[src/rtl/instr_decoder.sv]
// instr_decoder: multi-cycle decoder/sequencer that drives the register file, ALU, SRAM, PC and LCD controls
// Every data/address output is registered and holds its value until a later instruction overwrites it
module instr_decoder (
    input  logic       clk,
    input  logic       sys_rst,
    input  logic       cmd_start,
    input  logic [7:0] instr_byte,
    input  logic [7:0] operand1,
    input  logic [7:0] operand2,
    input  logic       lcd_done,
    input  logic [7:0] reg_a,
    input  logic [7:0] reg_b,
    input  logic [7:0] reg_c,
    input  logic [7:0] reg_d,
    input  logic [7:0] reg_flags,
    input  logic [7:0] res,
    input  logic [7:0] sram_rd_data,
    output logic       pc_hlt,
    output logic       jmp_en,
    output logic [8:0] jmp_addr,
    output logic [1:0] instr_size,
    output logic [7:0] sram_addr,
    output logic       sram_rd_en,
    output logic       sram_wr_en,
    output logic [7:0] sram_wr_data,
    output logic [7:0] lcd_data,
    output logic [7:0] data_loc,
    output logic       loc_req,
    output logic       strt,
    output logic [7:0] reg_wr_data,
    output logic [1:0] reg_wr_addr,
    output logic       reg_wr_en,
    output logic [2:0] alu_inst,
    output logic [7:0] op_1,
    output logic [7:0] op_2
);
    typedef enum logic [2:0] {IDLE, DECODE, EXEC, ALU_WAIT, MEM_WAIT, LCD_WAIT, WB} state_t;
    state_t     r_state, w_next;
    logic [7:0] r_instr, r_op1, r_op2;
    logic [1:0] w_dst, w_src, w_size;
    logic [7:0] w_dst_val, w_src_val;
    logic       w_start, w_alu, w_movr, w_movi, w_ld, w_st, w_jmp, w_out, w_loc, w_hlt, w_unary, w_taken;
    logic       w_unused;
    assign w_dst     = r_instr[3:2];
    assign w_src     = r_instr[1:0];
    assign w_dst_val = w_dst[1] ? (w_dst[0] ? reg_d : reg_c) : (w_dst[0] ? reg_b : reg_a);
    assign w_src_val = w_src[1] ? (w_src[0] ? reg_d : reg_c) : (w_src[0] ? reg_b : reg_a);
    assign w_alu     = r_instr[7];
    assign w_movr    = r_instr[7:4] == 4'b0000;
    assign w_movi    = r_instr[7:4] == 4'b0001;
    assign w_ld      = r_instr[7:4] == 4'b0010;
    assign w_st      = r_instr[7:4] == 4'b0011;
    assign w_jmp     = r_instr[7:2] == 6'b010100;
    assign w_out     = r_instr[7:2] == 6'b010000;
    assign w_loc     = r_instr[7:4] == 4'b0110;
    assign w_hlt     = r_instr == 8'h7F;
    assign w_unary   = r_instr[6:4] == 3'd3 || r_instr[6:5] == 2'b11;
    assign w_taken   = w_src == 2'd0 || (w_src == 2'd1 && reg_flags[1]) ||
                       (w_src == 2'd2 && !reg_flags[1]) || (w_src == 2'd3 && reg_flags[0]);
    assign w_start   = r_state == IDLE && cmd_start && !pc_hlt;
    assign w_size    = ((instr_byte[7:6] == 2'b00 && instr_byte[5:4] != 2'b00) ||
                        instr_byte[7:2] == 6'b010100 || instr_byte[7:4] == 4'b0110) ? 2'd2 : 2'd1;
    // operand2 and the upper flag bits are carried but never consumed
    assign w_unused  = &{1'b0, r_op2, reg_flags[7:2]};

    always_ff @(posedge clk or negedge sys_rst)
        if (!sys_rst) r_state <= IDLE;
        else r_state <= w_next;

    always_comb begin
        w_next = r_state;
        case (r_state)
            IDLE:     w_next = w_start ? DECODE : IDLE;
            DECODE:   w_next = EXEC;
            EXEC:     w_next = w_alu ? ALU_WAIT : w_ld ? MEM_WAIT : (w_out || w_loc) ? LCD_WAIT : IDLE;
            ALU_WAIT: w_next = WB;
            MEM_WAIT: w_next = IDLE;
            LCD_WAIT: w_next = lcd_done ? IDLE : LCD_WAIT;
            default:  w_next = IDLE;
        endcase
    end

    always_ff @(posedge clk or negedge sys_rst) begin
        if (!sys_rst) begin
            {r_instr, r_op1, r_op2} <= '0;
            {pc_hlt, jmp_en, jmp_addr, instr_size} <= '0;
            {sram_addr, sram_rd_en, sram_wr_en, sram_wr_data} <= '0;
            {lcd_data, data_loc, loc_req, strt} <= '0;
            {reg_wr_data, reg_wr_addr, reg_wr_en} <= '0;
            {alu_inst, op_1, op_2} <= '0;
        end else begin
            reg_wr_en  <= 1'b0;
            sram_wr_en <= 1'b0;
            jmp_en     <= 1'b0;
            case (r_state)
                IDLE: if (w_start) begin
                    r_instr    <= instr_byte;
                    r_op1      <= operand1;
                    r_op2      <= operand2;
                    instr_size <= w_size;
                    jmp_addr   <= 9'd0;
                end
                DECODE: begin
                    if (w_alu) begin
                        op_1     <= w_dst_val;
                        op_2     <= w_unary ? 8'd0 : w_src_val;
                        alu_inst <= r_instr[6:4];
                    end
                    if (w_ld || w_st) sram_addr <= r_op1;
                    if (w_ld) sram_rd_en <= 1'b1;
                    if (w_st) sram_wr_data <= w_dst_val;
                end
                EXEC: begin
                    if (w_movr || w_movi) begin
                        reg_wr_addr <= w_dst;
                        reg_wr_data <= w_movr ? w_src_val : r_op1;
                        reg_wr_en   <= 1'b1;
                    end
                    if (w_st) sram_wr_en <= 1'b1;
                    if (w_jmp && w_taken) begin
                        jmp_addr <= {1'b0, r_op1};
                        jmp_en   <= 1'b1;
                    end
                    if (w_out) begin
                        lcd_data <= w_src_val;
                        strt     <= 1'b1;
                    end
                    if (w_loc) begin
                        data_loc <= r_op1;
                        loc_req  <= 1'b1;
                    end
                    if (w_hlt) pc_hlt <= 1'b1;
                end
                MEM_WAIT: begin
                    reg_wr_data <= sram_rd_data;
                    reg_wr_addr <= w_dst;
                    reg_wr_en   <= 1'b1;
                    sram_rd_en  <= 1'b0;
                end
                ALU_WAIT: begin
                    reg_wr_data <= res;
                    reg_wr_addr <= w_dst;
                    reg_wr_en   <= 1'b1;
                end
                LCD_WAIT: if (lcd_done) begin
                    strt    <= 1'b0;
                    loc_req <= 1'b0;
                end
                default: ;
            endcase
        end
    end
endmodule

[config.mk]
export PLATFORM = sky130hd
export DESIGN_NAME = instr_decoder
export DESIGN_NICKNAME = d
export VERILOG_FILES = /design/src/rtl/instr_decoder.sv
export SDC_FILE = /design/constraint.sdc
export NUM_CORES = 1
export LEC_CHECK = 0
export ABC_AREA = 1
export CAP_MARGIN = 20
export CORE_MARGIN = 4
export CORE_UTILIZATION = 45
export DETAILED_ROUTE_END_ITERATION = 10
export PLACE_DENSITY_LB_ADDON = 0.12
export RECOVER_POWER = 100
export REMOVE_ABC_BUFFERS = 1
export SLEW_MARGIN = 20
export SYNTH_ARGS = -nofsm -noshare
export SYNTH_HDL_FRONTEND = slang
export SYNTH_SLANG_ARGS = --single-unit
[constraint.sdc]
create_clock -name clk -period 1.76 [get_ports clk]
set_input_delay 0.264 -clock clk [delete_from_list [all_inputs] [get_ports clk]]
set_output_delay 0.264 -clock clk [all_outputs]
set_load 0.02 [all_outputs]
After elaboration in Yosys (flattened, before gate mapping)
Index checks and enable logic that the tools add are counted.

storage, ports and cells
  input bits = 84
  output and inout bits = 79
  bits in registers = 98

operators by class
  equality and inequality tests = 26
  mux-type cells = 35
  reduce and logical (&&, ||, !) cells = 42

operators by type and width
  cell                                                                    number
  8-bit 2-to-1 mux                                                        9
  8-bit one-hot mux with 3 select lines                                   1
  2-bit AND reduction                                                     10
  6-bit by 5-bit equality test with 1-bit output (second input constant)  3
  9-bit 2-to-1 mux                                                        2
  9-bit one-hot mux with 2 select lines                                   1
  3-bit one-hot mux with 5 select lines                                   1
  2-bit inequality test (second input constant)                           7
  3-bit 2-to-1 mux                                                        4
  1-bit 2-to-1 mux                                                        10
  2-bit nonzero test                                                      5
  3-bit by 2-bit equality test with 1-bit output (second input constant)  3
  1-bit logical OR                                                        9
  3-bit AND reduction                                                     3
  4-bit by 2-bit equality test with 1-bit output (second input constant)  2
  4-bit by 3-bit equality test with 1-bit output (second input constant)  2
  8-bit by 7-bit equality test with 1-bit output (second input constant)  1
  1-bit one-hot mux with 2 select lines                                   4
  1-bit logical AND                                                       7
  2-bit equality test (second input constant)                             3
  3-bit equality test (second input constant)                             2
  4-bit by 1-bit equality test with 1-bit output (second input constant)  1
  2-bit logical NOT                                                       2
  4-bit logical NOT                                                       1
  other kinds (8)                                                         10

Longest topological paths before layout
  depth after elaboration = 8
  gate-level depth with buffers = 9

Worst setup path after synthesis
No wires, ideal clock.

  path type = register -> register
  start = register r_state[2]
  end = register lcd_data[1]
  path slack = 0.350 ns
  path buffers = 1
  arrival time = 1.283 ns
  cell stages (with the launch flop) = 8
  required time = 1.633 ns
  cell sequence = dfrtp_1 inv_2 nand2_2 nor2_4 nand4_2 buf_2 nand2_1 o21ai_0

on the way
  longest elaborated chain between the ends = 2

ends and longest elaborated chain
  element                                         line  RTL
  start: declaration                              38    state_t r_state, w_next;
  start signal: assignment                        68    else r_state <= w_next;
  3-bit by 2-bit equality test with 1-bit output  95    case (r_state)
  2-bit AND reduction (no line)                   --
  end signal: assignment                          125   lcd_data <= w_src_val;
  end: declaration                                26    output logic [7:0] lcd_data,

Every way passes these cells.
A chain may end at the register's enable or synchronous reset.

Final worst setup path
  start = register lcd_data[2]
  end = output port lcd_data[2]

No word-level cell between the ends.

==> metrics <==
status=finished, final reports clean; Final Max Slew Viols=0; post-route cell area=between 0.006 and 0.007 mm^2; sequential share of the synthesized area=52.2%; Clock Tree Buf Depth=2; total die area=0.0120 mm^2; CTS clk-pin slew, worst paths=0.11 ns; Placement Setup Slack=0.0421 ns; switching share of total power=between 40% and 50%; initial antenna violation count=0; HP Class=input pin to flop; commonest non-fill, non-tap cell in the layout=nand2_1; Yosys warning count=0; Post-synth ARST share=100%; row count=36; via count=4,586; CTS tree=yes; CTS H-tree lvls=3; average wire per standard cell=15.9 um; area of the core=0.00991 mm^2; synthesized area=0.00465 mm^2; largest stage delay on the critical path=0.70 ns; Levels on crit path=1; via/cell ratio=5.19; largest net degree at the start of global routing=98; Initial Util=a little under half; top area cells in the synthesized netlist=dfrtp_1, nand2_1, o21ai_0; Die H=110 um; clock share of power=12.3%; DRT iter0 DRCs=~260; arrival time worst endpoint=roughly 1.4 ns; #FFs+latches synth=97; fill cell count=862; family with the most delay on the worst path=buffers and inverters; Remaining Overflow, GRT=0; area grow syn2layout=39.6%; # setup viols final=0; cell internal pwr=approximately 0.0063 W; max-cap viol count=0; placed cell area=0.00629 mm^2; Worst Setup End Kind=output port; placed cells=around 870; postcts setup bufs=0; share of cells above drive strength 1=under 10%; Clock Latency Late Sink=0.37 ns; actual slew at the worst max-slew pin=between 0.8 and 0.9 ns; RSZ-0062 raised after global routing=no; highest-count cells in the layout ignoring fill and taps=nand2_1, dfrtp_1, clkdlybuf4s50_1; VDD IR max=between 900 and 1000 uV; critical path's slowest cell=dlygate4sd3_1; clk root buf=clkbuf_8; non-filler cells, final=883; Reg2Reg Depth=8; Power Density=between 1500 and 2000 mW/mm^2; GR Util All Layers=approximately a quarter; Crit Path Class=flop to output port; port bufs=147; clk sinks=97; Hold Path Stages=3; number of global-route vias before repair=4,472; Critical Path Fanout Max=2; Critical Path RT=around 1.5 ns; DRC=0; dominant cell type by area after synthesis=dfrtp_1; Nets=829; Tmin final=1.70 ns; logic gate share of total power=54.8%; period utilization=a little under 100%; cts bufs inserted=9; Worst slew margin=41.6%; synth unique cells=28; final design utilization=65.5%; min setup slack post-route=0.0623 ns; wirelength, routed=14,000 um; main flop type after synthesis=dfrtp_1; Pre-antenna DRT Iters=5; Final ANT Viol Nets=0; wire length of the first global-routing pass=22,200 um; Startpoint Class=flop; final hold violation count=0; Mean Syn Cell Area=between 7 and 8 um^2; Flop pwr share=32.9%; Final Skew=approximately 0.013 ns; crit-path cells=dlygate4sd3_1; CP bufs+invs=1; total I/O pin count=163; post-DP HPWL=10,400 um; RD Place Congestion=between 0.9 and 1; ANT cells=0; Yosys top cell area share=52.2%; EDFF count, synth=0; P_leak=3.17 nW; Die Width=110 um; fmax=589 MHz; Psw=0.00552 W; Syn Inst Count=593
-- cell type report --
class / count / area, um^2 / area share [%]
Multi-Input combinational cell: 434 / 1950 / 30.1
Clock inverter: 6 / 57.6 / 0.886
Sequential cell: 97 / 2430 / 37.4
Timing Repair Buffer: 162 / 1600 / 24.6
Tap cell: 133 / 166 / 2.56
Clock buffer: 10 / 138 / 2.12
Inverter: 41 / 154 / 2.37
-- final timing paths --
check                                   start        endpoint  slack (ns)
worst max register to register     r_state[2]  reg_wr_data[5]        0.14
worst min-delay path              operand1[0]        r_op1[0]        0.45
min in group asynchronous             sys_rst         op_1[0]        0.64
worst min register to register  instr_size[1]   instr_size[1]        0.48
max in group asynchronous             sys_rst      r_state[0]        0.47
worst max-delay path              lcd_data[2]     lcd_data[2]        0.06
-- cell usage after synthesis (3+ instances only) --
master	count
o22ai_1	9
nand2_1	225
o21ai_1	12
nand4_1	3
buf_6	4
o21ai_2	3
a21oi_1	11
nand3_2	3
o21ai_0	60
nand3_1	44
dfrtp_1	97
clkbuf_1	7
inv_1	35
inv_2	4
nor2_1	48
nand2_2	4
buf_2	8
-- logic make-up after synthesis --
kind of cell / count (synthesis) / share of synthesized area (%)
DFF: 97 / 52.2
and+or+nand+nor: 337 / 30.9
buffers and inverters: 62 / 6.02
other: 1 / 0.0806
AOI/OAI and AO/OA: 96 / 10.9
-- metal layers --
metal	routed length, um	global-route usage, %
met1	6000	32.1
met2	6770	39.2
met3	942	4.11
met5	0	0
met4	312	8.73
-- timing repair --
action	CTS	global route
setup endpoints to repair	0	47
gates resized for setup	0	5
hold endpoints to repair	97	0
hold buffers	1	0
-- through the flow --
step	setup TNS (ns)	hold WS, ns	total power (W)
global route	0	0.461	0.0127
global placement	0	0.358	0.0105
finish	0	0.455	0.0118
detailed placement	0	0.362	0.0106
CTS	0	0.441	0.0121
floorplan	-0.867	-0.0316	0.00751
-- power by group through the flow --
| stage | logic (W) | clock network [W] | registers [W] |
|---|---|---|---|
| 2_1_floorplan | 0.00259 | 0 | 0.00492 |
| 4_1_cts | 0.00673 | 0.00147 | 0.00391 |
| 5_1_grt | 0.00714 | 0.00158 | 0.00402 |
| 3_3_place_gp | 0.00655 | 0 | 0.00391 |
| 3_5_place_dp | 0.00670 | 0 | 0.00394 |
| 6_report | 0.00649 | 0.00145 | 0.00389 |
Power figures use the tool's default switching activity.
